[src/rtl/pcounter_n.sv]
// Programmable up/down counter with wrap, saturate and one-shot boundary modes.
// Optional tick prescaler is built only when PCOUNTER_N_PRESCALER_EN is defined.
module pcounter_n #(
  parameter int WIDTH      = 16,
  parameter int PRESCALE_W = 8
) (
  input  logic                  clk,
  input  logic                  rst,
  input  logic                  load,
  input  logic                  enable,
  input  logic                  up_down,
  input  logic [1:0]            mode,
  input  logic [WIDTH-1:0]      step,
  input  logic [WIDTH-1:0]      load_value,
  input  logic [WIDTH-1:0]      min_count,
  input  logic [WIDTH-1:0]      max_count,
  input  logic [PRESCALE_W-1:0] prescale,
  output logic [WIDTH-1:0]      count,
  output logic                  tc,
  output logic                  done,
  output logic                  zero,
  output logic                  cfg_err
);

  typedef enum logic [1:0] {
    MODE_WRAP     = 2'b00,
    MODE_SAT      = 2'b01,
    MODE_ONESHOT  = 2'b10,
    MODE_WRAP_ALT = 2'b11
  } mode_e;

  logic [WIDTH-1:0] r_count;
  logic             r_tc;
  logic             r_done;

  mode_e            w_mode;
  logic             w_expired;
  logic             w_tick;
  logic [WIDTH:0]   w_sum;
  logic [WIDTH:0]   w_down_floor;
  logic             w_up_fits;
  logic             w_down_fits;
  logic [WIDTH-1:0] w_count_nx;
  logic             w_tc_nx;
  logic             w_done_nx;

  assign w_mode  = mode_e'(mode);
  assign cfg_err = (min_count > max_count);
  assign zero    = (r_count == '0);
  assign count   = r_count;
  assign tc      = r_tc;
  assign done    = r_done;

`ifdef PCOUNTER_N_PRESCALER_EN
  logic [PRESCALE_W-1:0] r_pre;

  assign w_expired = (r_pre == prescale);

  // The divider runs on enable alone, so done/cfg_err do not disturb its phase.
  always_ff @(posedge clk or posedge rst) begin
    if (rst) begin
      r_pre <= '0;
    end else if (load) begin
      r_pre <= '0;
    end else if (enable) begin
      r_pre <= w_expired ? '0 : r_pre + 1'b1;
    end
  end
`else
  logic w_unused_prescale;

  assign w_expired         = 1'b1;
  assign w_unused_prescale = ^prescale;
`endif

  assign w_tick       = enable && !r_done && !cfg_err && w_expired;
  // Both comparisons are done one bit wider so count+step cannot overflow.
  assign w_sum        = {1'b0, r_count} + {1'b0, step};
  assign w_down_floor = {1'b0, min_count} + {1'b0, step};
  assign w_up_fits    = (w_sum <= {1'b0, max_count});
  assign w_down_fits  = ({1'b0, r_count} >= w_down_floor);

  always_comb begin
    // NOTE: every output of this block gets a default first so no latch is inferred.
    w_count_nx = r_count;
    w_tc_nx    = 1'b0;
    w_done_nx  = r_done;

    if (load) begin
      w_count_nx = load_value;
      w_done_nx  = 1'b0;
    end else if (w_tick) begin
      if (up_down) begin
        if (w_up_fits) begin
          w_count_nx = w_sum[WIDTH-1:0];
        end else begin
          w_tc_nx = 1'b1;
          unique case (w_mode)
            MODE_SAT:     w_count_nx = max_count;
            MODE_ONESHOT: begin
              w_count_nx = max_count;
              w_done_nx  = 1'b1;
            end
            default:      w_count_nx = min_count;
          endcase
        end
      end else begin
        if (w_down_fits) begin
          w_count_nx = r_count - step;
        end else begin
          w_tc_nx = 1'b1;
          unique case (w_mode)
            MODE_SAT:     w_count_nx = min_count;
            MODE_ONESHOT: begin
              w_count_nx = min_count;
              w_done_nx  = 1'b1;
            end
            default:      w_count_nx = max_count;
          endcase
        end
      end
    end
  end

  always_ff @(posedge clk or posedge rst) begin
    // NOTE: state registers use non-blocking assignments so every flop samples pre-edge values.
    if (rst) begin
      r_count <= '0;
      r_tc    <= 1'b0;
      r_done  <= 1'b0;
    end else begin
      r_count <= w_count_nx;
      r_tc    <= w_tc_nx;
      r_done  <= w_done_nx;
    end
  end

endmodule

[config.mk]
export PLATFORM = sky130hd
export DESIGN_NAME = pcounter_n
export DESIGN_NICKNAME = d
export VERILOG_FILES = /design/src/rtl/pcounter_n.sv
export SDC_FILE = /design/constraint.sdc
export NUM_CORES = 1
export LEC_CHECK = 0
export CORE_MARGIN = 2
export CORE_UTILIZATION = 29
export CTS_CLUSTER_SIZE = 30
export DETAILED_ROUTE_END_ITERATION = 12
export DONT_BUFFER_PORTS = 1
export PLACE_DENSITY = 0.41
export REMOVE_ABC_BUFFERS = 1
export SYNTH_ARGS = -nofsm -noshare
export SYNTH_HDL_FRONTEND = slang
export SYNTH_SLANG_ARGS = --single-unit
[constraint.sdc]
create_clock -name clk -period 7.1 [get_ports clk]
set_clock_uncertainty 0.15 [all_clocks]
set_input_delay 1.065 -clock clk [delete_from_list [all_inputs] [get_ports clk]]
set_output_delay 1.065 -clock clk [all_outputs]
set_load 0.005 [all_outputs]
### Yosys cells after proc, flatten, opt, wreduce, memory -nomap -nowiden

Index checks and enable logic that the tools add are counted.

* register bits: 18
* logic and storage cells: 39
* bits in read-only memories: 0
* RAM bits: 0
* bits in latches: 0
* bits of input ports: 79
* output and inout port bits: 20
* memories: 0

* shifts and indexed selects: 0
* reduce and logical (&&, ||, !) cells: 8
* divide/modulo/power cells: 0
* equal/unequal tests: 4
* bitwise logic cells: 0
* $lt $le $gt $ge: 3
* add/subtract/negate cells: 3
* multiplexer cells: 18
* $mul: 0

Operators with widths (number)
* $mux W16: 7
* $add A16 B16 Y17: 2
* $ge A16 B17 Y1: 1
* $le A17 B16 Y1: 1
* $gt A16 B16 Y1: 1
* $logic_not A16 Y1: 1
* $sub A16 B16 Y16: 1
* $mux W1: 11
* $ne A3 B3 Y1 const B: 2
* $reduce_and A3 Y1: 1
* $eq A2 B1 Y1 const B: 1
* $eq A2 B2 Y1 const B: 1
* $logic_and A1 B1 Y1: 2
* $logic_not A1 Y1: 2
* $reduce_bool A2 Y1: 1
* $reduce_or A2 Y1: 1

### Logic depth before layout (Yosys ltp)

Gate-level depths: netlist of the first run.

* depth in word-level cells: 7
* gate-level depth with buffers: 21

### Worst setup path after synthesis of the first run

No wires, ideal clock.

* kind: input-to-reg
* from: input step[0]
* to: register r_count[4] (netlist: count[4])
* setup slack: 2.177 ns
* setup time: 0.094 ns
* arrival: 4.679 ns
* buffers on the path: 0
* stages: 20
* cell sequence: ha_1 inv_1 fa_1 nor2_2 o221ai_2 a221oi_4 a21oi_1 o21bai_1 a21oi_1 xor2_1 ha_1 a211o_1 o211ai_1 a21oi_1 nor4_2 o221ai_4 o211ai_1 o21ai_0 mux2_2 a221oi_2

* longest elaborated chain between the ends: 6
* elaborated cells between the ends (all ways): 10
* classes of those cells: add/sub (3); order compare (2); mux (5)

RTL lines
* from (decl): line 13 `input logic [WIDTH-1:0] step,`
* $add A16 B16 Y17, on equally long branches: line 79, 78
* $ge A16 B17 Y1 or $le A17 B16 Y1 (tied branches): line 81, 80
* $mux W16, on equally long branches: line 108, 94
* $mux W16 *: line 93 `if (up_down) begin`
* $mux W16 *: line 92 `end else if (w_tick) begin`
* $mux W16 *: line 89 `if (load) begin`
* to (signal assigned): line 132 `r_count <= w_count_nx;`
* to (decl): line 32 `logic [WIDTH-1:0] r_count;`

Every way passes the cells marked *; elsewhere a longest branch is shown, timed or not. The select of a mux whose other input is x is not followed.
A chain may end at the register's enable or synchronous reset.

### Worst setup path after layout of the first run

* from: input step[0]
* to: register r_count[5] (netlist: count[5])

The elaborated chain is that of the path after synthesis.

==> results.yml, run 1 <==
global_routing:
  grt_max_degree: 41
  grt_remaining_overflow: 0
  antenna_found_initial: 0
  grt_pass1_wl_um: 27900
  grt_pass1_vias: 4656
  grt_usage_pct: 20.4
layout:
  nFillCells: 1784
  syn_to_final_growth_pct: 5.94
  antenna_cells: 0
  drive_above_1_share_pct: 4.78
  nets: 806
  stdcell_area_um2: 5240
min_path:
  min-delay-start: "done"
  min_to: "done"
  hold_depth: 2
  hold_class: "reg -> reg"
setup_path:
  startpoint: "step[0]"
  crit_buf_inv: 2
  r2r-start: "count[1]"
  start_kind: "input port"
  rr_worst_depth: 19
  crit_path_end_kind: "flop"
  cp.arrival_ns: 5.77
  slowest_delay_ns: 0.52
  crit_path_cell_trace: "ha_1 -> inv_1 -> fa_1 -> nor2_2 -> o221ai_2 -> a221oi_4 -> a21oi_1 -> o21bai_1 -> a21oi_1 -> xor2_1 -> ha_1 -> nand4_1 -> nor3_1 -> a21boi_0 -> nor4_2 -> o221ai_4 -> inv_1 -> o211ai_1 -> o21ai_1 -> a221oi_1"
  critPathTopFamily: "compound AO/OA/AOI/OAI gates"
  crit_fanout: 17
  cpMaxStageDelayCell: "o221ai_4"
  rrSetupSlack_ns: 1.59
  r2r-end: "count[5]"
  crit_required_ns: 7.12
  critPathKind: "in -> reg"
route:
  via_per_inst: 5.47
  drtPass1Iterations: 5
  drc_errors: 0
  vias: 4632
  drt_wl_total_um: 18300
  drt_iter0_markers: 277
  avgRoutedWirePerCell_um: 21.6
  ant_nets: 0
synth:
  avgSynthCellArea_um2: 7.72
  synth_edf_count: 0
  syn_inst: 641
  ys_ff_latch: 18
  async_flop_share_pct: 100
  synth.distinct_cells: 64
  ys.flop_type: "dfrtp_1"
  netlist_area_um2: 4950
  ys_warn_count: 0
  yosysSeqAreaShare_pct: 9.10
sta:
  setup_ws_ns: 1.35
  tightest_slew_ns: 1.09
  finalSetupViolCount: 0
  max_slew_margin_pct: 27.0
  slew_violations: 0
  hold_violations: 0
  rsz0062_at_grt: "false"
  tns_ns: 0
  post-route-period-util_pct: 81.1
  fin_crit_ns: 5.75
  fmax_mhz: 174
clocking:
  clockBufferDepth: 2
  cts_htree_levels: 1
  clkSinkCount: 18
  cts_hold_buffers: 0
  insertion_delay_ns: 0.28
  cts_tree: "done"
  cts_buffers: 3
  cts_resized: 0
  clk_pin_slew_ns: 0.08
  cts_root_buf: "clkbuf_16"
  post_cts_buffers: 0
power:
  p_per_area_nw_per_um2: 239
  finalPower_uw: 1250
  p_leak_uw: 0.00244
  ir_worst_vdd_uv: 82.6
placed_design:
  portBuffers: 0
  dp_hpwl_um: 15000
  gp_congestion: 0.883
  placed_area_um2: 5150
  detailedPlace.worstSlack_ns: 1.01
floorplanning:
  die_x_um: 135
  rows: 47
  fp.dieH_um: 135
  ioPinCount: 99
  die-area_um2: 18100
  core-area_um2: 16600
  initial_core_util_pct: 29.7
job:
  maxCapViolCount: 0
run_status:
  status: "complete, no violations"
-- worst max-delay path by stage --
stage | end | slack, ns | depth (start not counted)
2_1_floorplan | count[4] | 2.00 | 20
3_3_place_gp | count[5] | 1.0 | 20
3_5_place_dp | count[5] | 1.01 | 20
4_1_cts | count[5] | 1.27 | 20
5_1_grt | count[3] | 0.81 | 17
6_report | count[5] | 1.35 | 20
-- metrics by stage --
stage	std cells	hold slack, ns	utilization [%]
2_1_floorplan	620	0.379	-
3_3_place_gp	843	0.411	31.0
3_5_place_dp	843	0.408	31.0
4_1_cts	847	0.421	31.5
5_1_grt	847	0.459	31.5
6_report	847	0.419	31.5
-- report_power, final --
group	internal, µW	leakage [µW]	switching [µW]
Combinational	378	0.00218	553
Clock	86.8	0.0000442	61.2
Sequential	122	0.000209	51.3
Total	586	0.00244	665
-- logic make-up after synthesis --
kind of cell	count (synthesis)	share of synthesized area (%)
compound gates	187	26.3
simple gates	167	17.1
fa+ha+maj	99	25.5
buf+inv	94	7.46
mux	39	7.99
xor+xnor	37	6.55
flops	18	9.10
-- sequential cells by signal, indices dropped and copies added, names as in the netlist --
name,flops
count,16
tc,1
done,1
-- synthesized netlist by cell type, types with 14 or more instances --
master    instances  area share, %
a21oi_1          50            5.1
mux2i_1          35            7.1
nand2_1          40            3.0
nor3_1           25            2.5
o211ai_1         16            2.4
dfrtp_1          18            9.1
xnor2_1          23            4.1
inv_1            71            5.4
o21ai_0          30            3.0
xor2_1           14            2.5
nor2_1           29            2.2
ha_1             96             24
-- tightest hold or removal path: stages, from the launching register on --
cell,delay (ns)
dfrtp_1,0.41
inv_1,0.06
o32ai_1,0.05
-- metal layers --
layer / track usage, % / up-vias / part of all wire, %
met1: 26.7 / 2183 / 45
met4: 4.15 / 0 / 1.7
met5: 0 / - / 0
li1: - / 2330 / -
met3: 3.42 / 13 / 5.0
met2: 35.5 / 106 / 48
-- area by class of cell --
cell class              count  area (µm²)  share of cell area, %
flip-flops and latches     18         450                   8.59
inverters                  73         274                   5.23
well taps                 220         275                   5.25
repair buffers              3        22.5                  0.430
clock buffers               4        88.8                   1.69
multi-input cells         529        4130                   78.8
-- cells in the final DEF (no fill, tap or decap), drive strengths merged, types with 6 or more instances in the layout --
master,netlist,routed
o211ai,16,16
o21bai,10,10
a21oi,51,51
a221oi,13,13
dfrtp,18,18
mux2i,35,35
xnor2,23,23
a31oi,11,11
nor2b,11,11
ha,96,96
or3,6,6
nor4,8,8
nor3,26,26
nand3,10,10
nor2,30,30
nand2b,13,13
a211oi,8,8
nand2,40,40
nand4,11,11
a21o,8,8
o21ai,41,41
xor2,14,14
inv,72,72
Note: power is estimated with default switching activity, not from simulation.
==> run 2: changes to the inputs <==
--- a/config.mk
+++ b/config.mk
@@ -10,7 +10,7 @@
 export CTS_CLUSTER_SIZE = 30
 export DETAILED_ROUTE_END_ITERATION = 12
 export DONT_BUFFER_PORTS = 1
-export PLACE_DENSITY = 0.41
+export PLACE_DENSITY = 0.42
 export REMOVE_ABC_BUFFERS = 1
 export SYNTH_ARGS = -nofsm -noshare
 export SYNTH_HDL_FRONTEND = slang
==> constraint.sdc (replaced) <==
create_clock -name clk -period 4.7 [get_ports clk]
set_clock_uncertainty 0.15 [all_clocks]
set_input_delay 0.705 -clock clk [delete_from_list [all_inputs] [get_ports clk]]
set_output_delay 0.705 -clock clk [all_outputs]
set_load 0.005 [all_outputs]
==> run 2 against run 1 <==
Combinational power grew 120%. Sequential cell count is the same. Non-clock buffer count grew 104. First-iteration DRC count shrank 17%. Cell count grew 12%. Register-to-register slack lost 1.4 ns. Count of clock-buffer cells in the layout is the same. Clock power grew 45%. Critical path depth is the same. Die area is the same. Power grew 98%.
==> results.yml, run 2 (synthesis gave the netlist of run 1 again) <==
min_path:
  hold_class: "in -> reg"
  min_to: "count[5]"
  hold_depth: 1
  min-delay-start: "load"
sta:
  tightest_slew_ns: 1.03
  tns_ns: 0
  post-route-period-util_pct: 97.9
  rsz0062_at_grt: "true"
  finalSetupViolCount: 0
  hold_violations: 0
  fin_crit_ns: 4.60
  setup_ws_ns: 0.100
  slew_violations: 0
  fmax_mhz: 217
  max_slew_margin_pct: 31.4
job:
  maxCapViolCount: 0
setup_path:
  rr_worst_depth: 21
  rrSetupSlack_ns: 0.21
  r2r-end: "count[12]"
  crit_required_ns: 4.73
  crit_path_end_kind: "flop"
  crit_fanout: 5
  cp.arrival_ns: 4.63
  r2r-start: "count[0]"
  start_kind: "input port"
  critPathKind: "in -> reg"
route:
  drt_iter0_markers: 229
  highest_layer: "met4"
  wl_met2_um: 9370
  avgRoutedWirePerCell_um: 21.0
  wl_met3_um: 1290
  drt_wl_total_um: 20000
  drtPass1Iterations: 4
  ant_nets: 0
  drc_errors: 0
  wl_met1_um: 8740
  via_per_inst: 5.43
  vias: 5160
layout:
  syn_to_final_growth_pct: 29.6
  drive_above_1_share_pct: 23.7
  antenna_cells: 0
  nets: 910
  largest_reg_flops: 16
  layout_commonest_cell: "buf_4"
  final_cell_mix: "buf_4, ha_1, inv_1"
floorplanning:
  rows: 47
  fp.dieH_um: 135
  initial_core_util_pct: 29.7
  core-area_um2: 16600
  die_x_um: 135
  ioPinCount: 99
  die-area_um2: 18100
clocking:
  insertion_delay_ns: 0.27
  cts_htree_levels: 1
  clk_pin_slew_ns: 0.07
  cts_root_buf: "clkbuf_16"
  clockBufferDepth: 2
  cts_hold_buffers: 0
  cts_buffers: 3
  clkSinkCount: 18
  cts_tree: "done"
global_routing:
  grt_usage_pct: 21.6
  grt_max_degree: 41
  grt_pass1_vias: 5220
  grt_remaining_overflow: 0
  grt_pass1_wl_um: 29800
  antenna_found_initial: 0
placed_design:
  detailedPlace.worstSlack_ns: -0.499
  gp_congestion: 0.912
  dp_hpwl_um: 16400
  portBuffers: 0
power:
  p_leak_uw: 0.00303
  p_per_area_nw_per_um2: 386
  pwr-share-seq_pct: 9.1
  swShare_pct: 47.7
  finalPower_uw: 2480
  ir_worst_vdd_uv: 189
  combPwrFrac_pct: 82.2
  clock_power_share_pct: 8.7
  p_int_uw: 1290
  p_switching_uw: 1180
run_status:
  status: "complete, no violations"
[run 2: changes by cell type in the layout (fill, tap and decap cells not counted), moves of 4 or more]
| cell | before | now |
|---|---|---|
| a21oi_1 | 50 | 42 |
| a21oi_2 | 1 | 9 |
| a221oi_1 | 9 | 4 |
| a221oi_2 | 3 | 7 |
| buf_12 | 0 | 4 |
| buf_4 | 3 | 99 |
| o21ai_0 | 30 | 26 |
[run 2: worst max path at each step]
stage	start	to	slack (ns)	depth (start not counted)
floorplan	step[0]	count[4]	-0.04	20
global placement	step[0]	count[6]	-0.51	20
detailed placement	step[1]	count[6]	-0.50	20
CTS	step[0]	count[4]	-0.03	20
global route	step[0]	count[4]	-0.1	20
finish	min_count[0]	count[4]	0.10	20
[run 2: metal layers]
metal / vias to the layer above / GRT usage, %
li1: 2526 / -
met1: 2441 / 27.8
met2: 162 / 37.4
met3: 31 / 3.94
met4: 0 / 5.20
met5: - / 0
[run 2: layout make-up]
class | instances | area [µm²]
Sequential cell | 18 | 450
Fill cell | 1729 | 10200
Tap cell | 220 | 275
Timing Repair Buffer | 107 | 898
Multi-Input combinational cell | 529 | 4430
Clock buffer | 4 | 88.8
Inverter | 73 | 274
[run 2: critical path: stages]
cell and delay, ns:
ha_4 0.14, fa_2 0.38, a211oi_4 0.29, o21ai_2 0.11
a31oi_2 0.22, nor2_1 0.07, o21ai_2 0.18, buf_4 0.16
xnor2_2 0.06, ha_1 0.31, nand4_1 0.24, o41ai_4 0.42
buf_4 0.18, a2111oi_4 0.04, a21oi_2 0.17, o21ai_4 0.13
buf_12 0.17, mux2i_1 0.11, mux2_4 0.27, a221oi_2 0.23
[run 2: through the flow]
stage               util, %  instance area, µm²  hold slack (ns)  std cells
floorplan                 -                4850            0.379        620
global placement       35.1                5850            0.415        932
detailed placement     35.1                5850            0.416        932
CTS                    36.5                6070            0.370        940
global route           38.5                6410            0.365        951
finish                 38.5                6410            0.362        951
[run 2: what timing repair did]
| action | in CTS | in global routing |
|---|---|---|
| resized for setup | 17 | 45 |
| setup buffers | 3 | 11 |
| endpoints found under the setup margin | 15 | 18 |
| gates cloned | 1 | 1 |
| pin swaps | 21 | 41 |
[run 2: power groups by stage]
stage	Clock (µW)	Combinational, µW	Sequential [µW]
finish	215	2040	225
global route	224	2220	230
CTS	218	1840	224
detailed placement	0	1760	227
global placement	0	1740	227
floorplan	0	1050	228
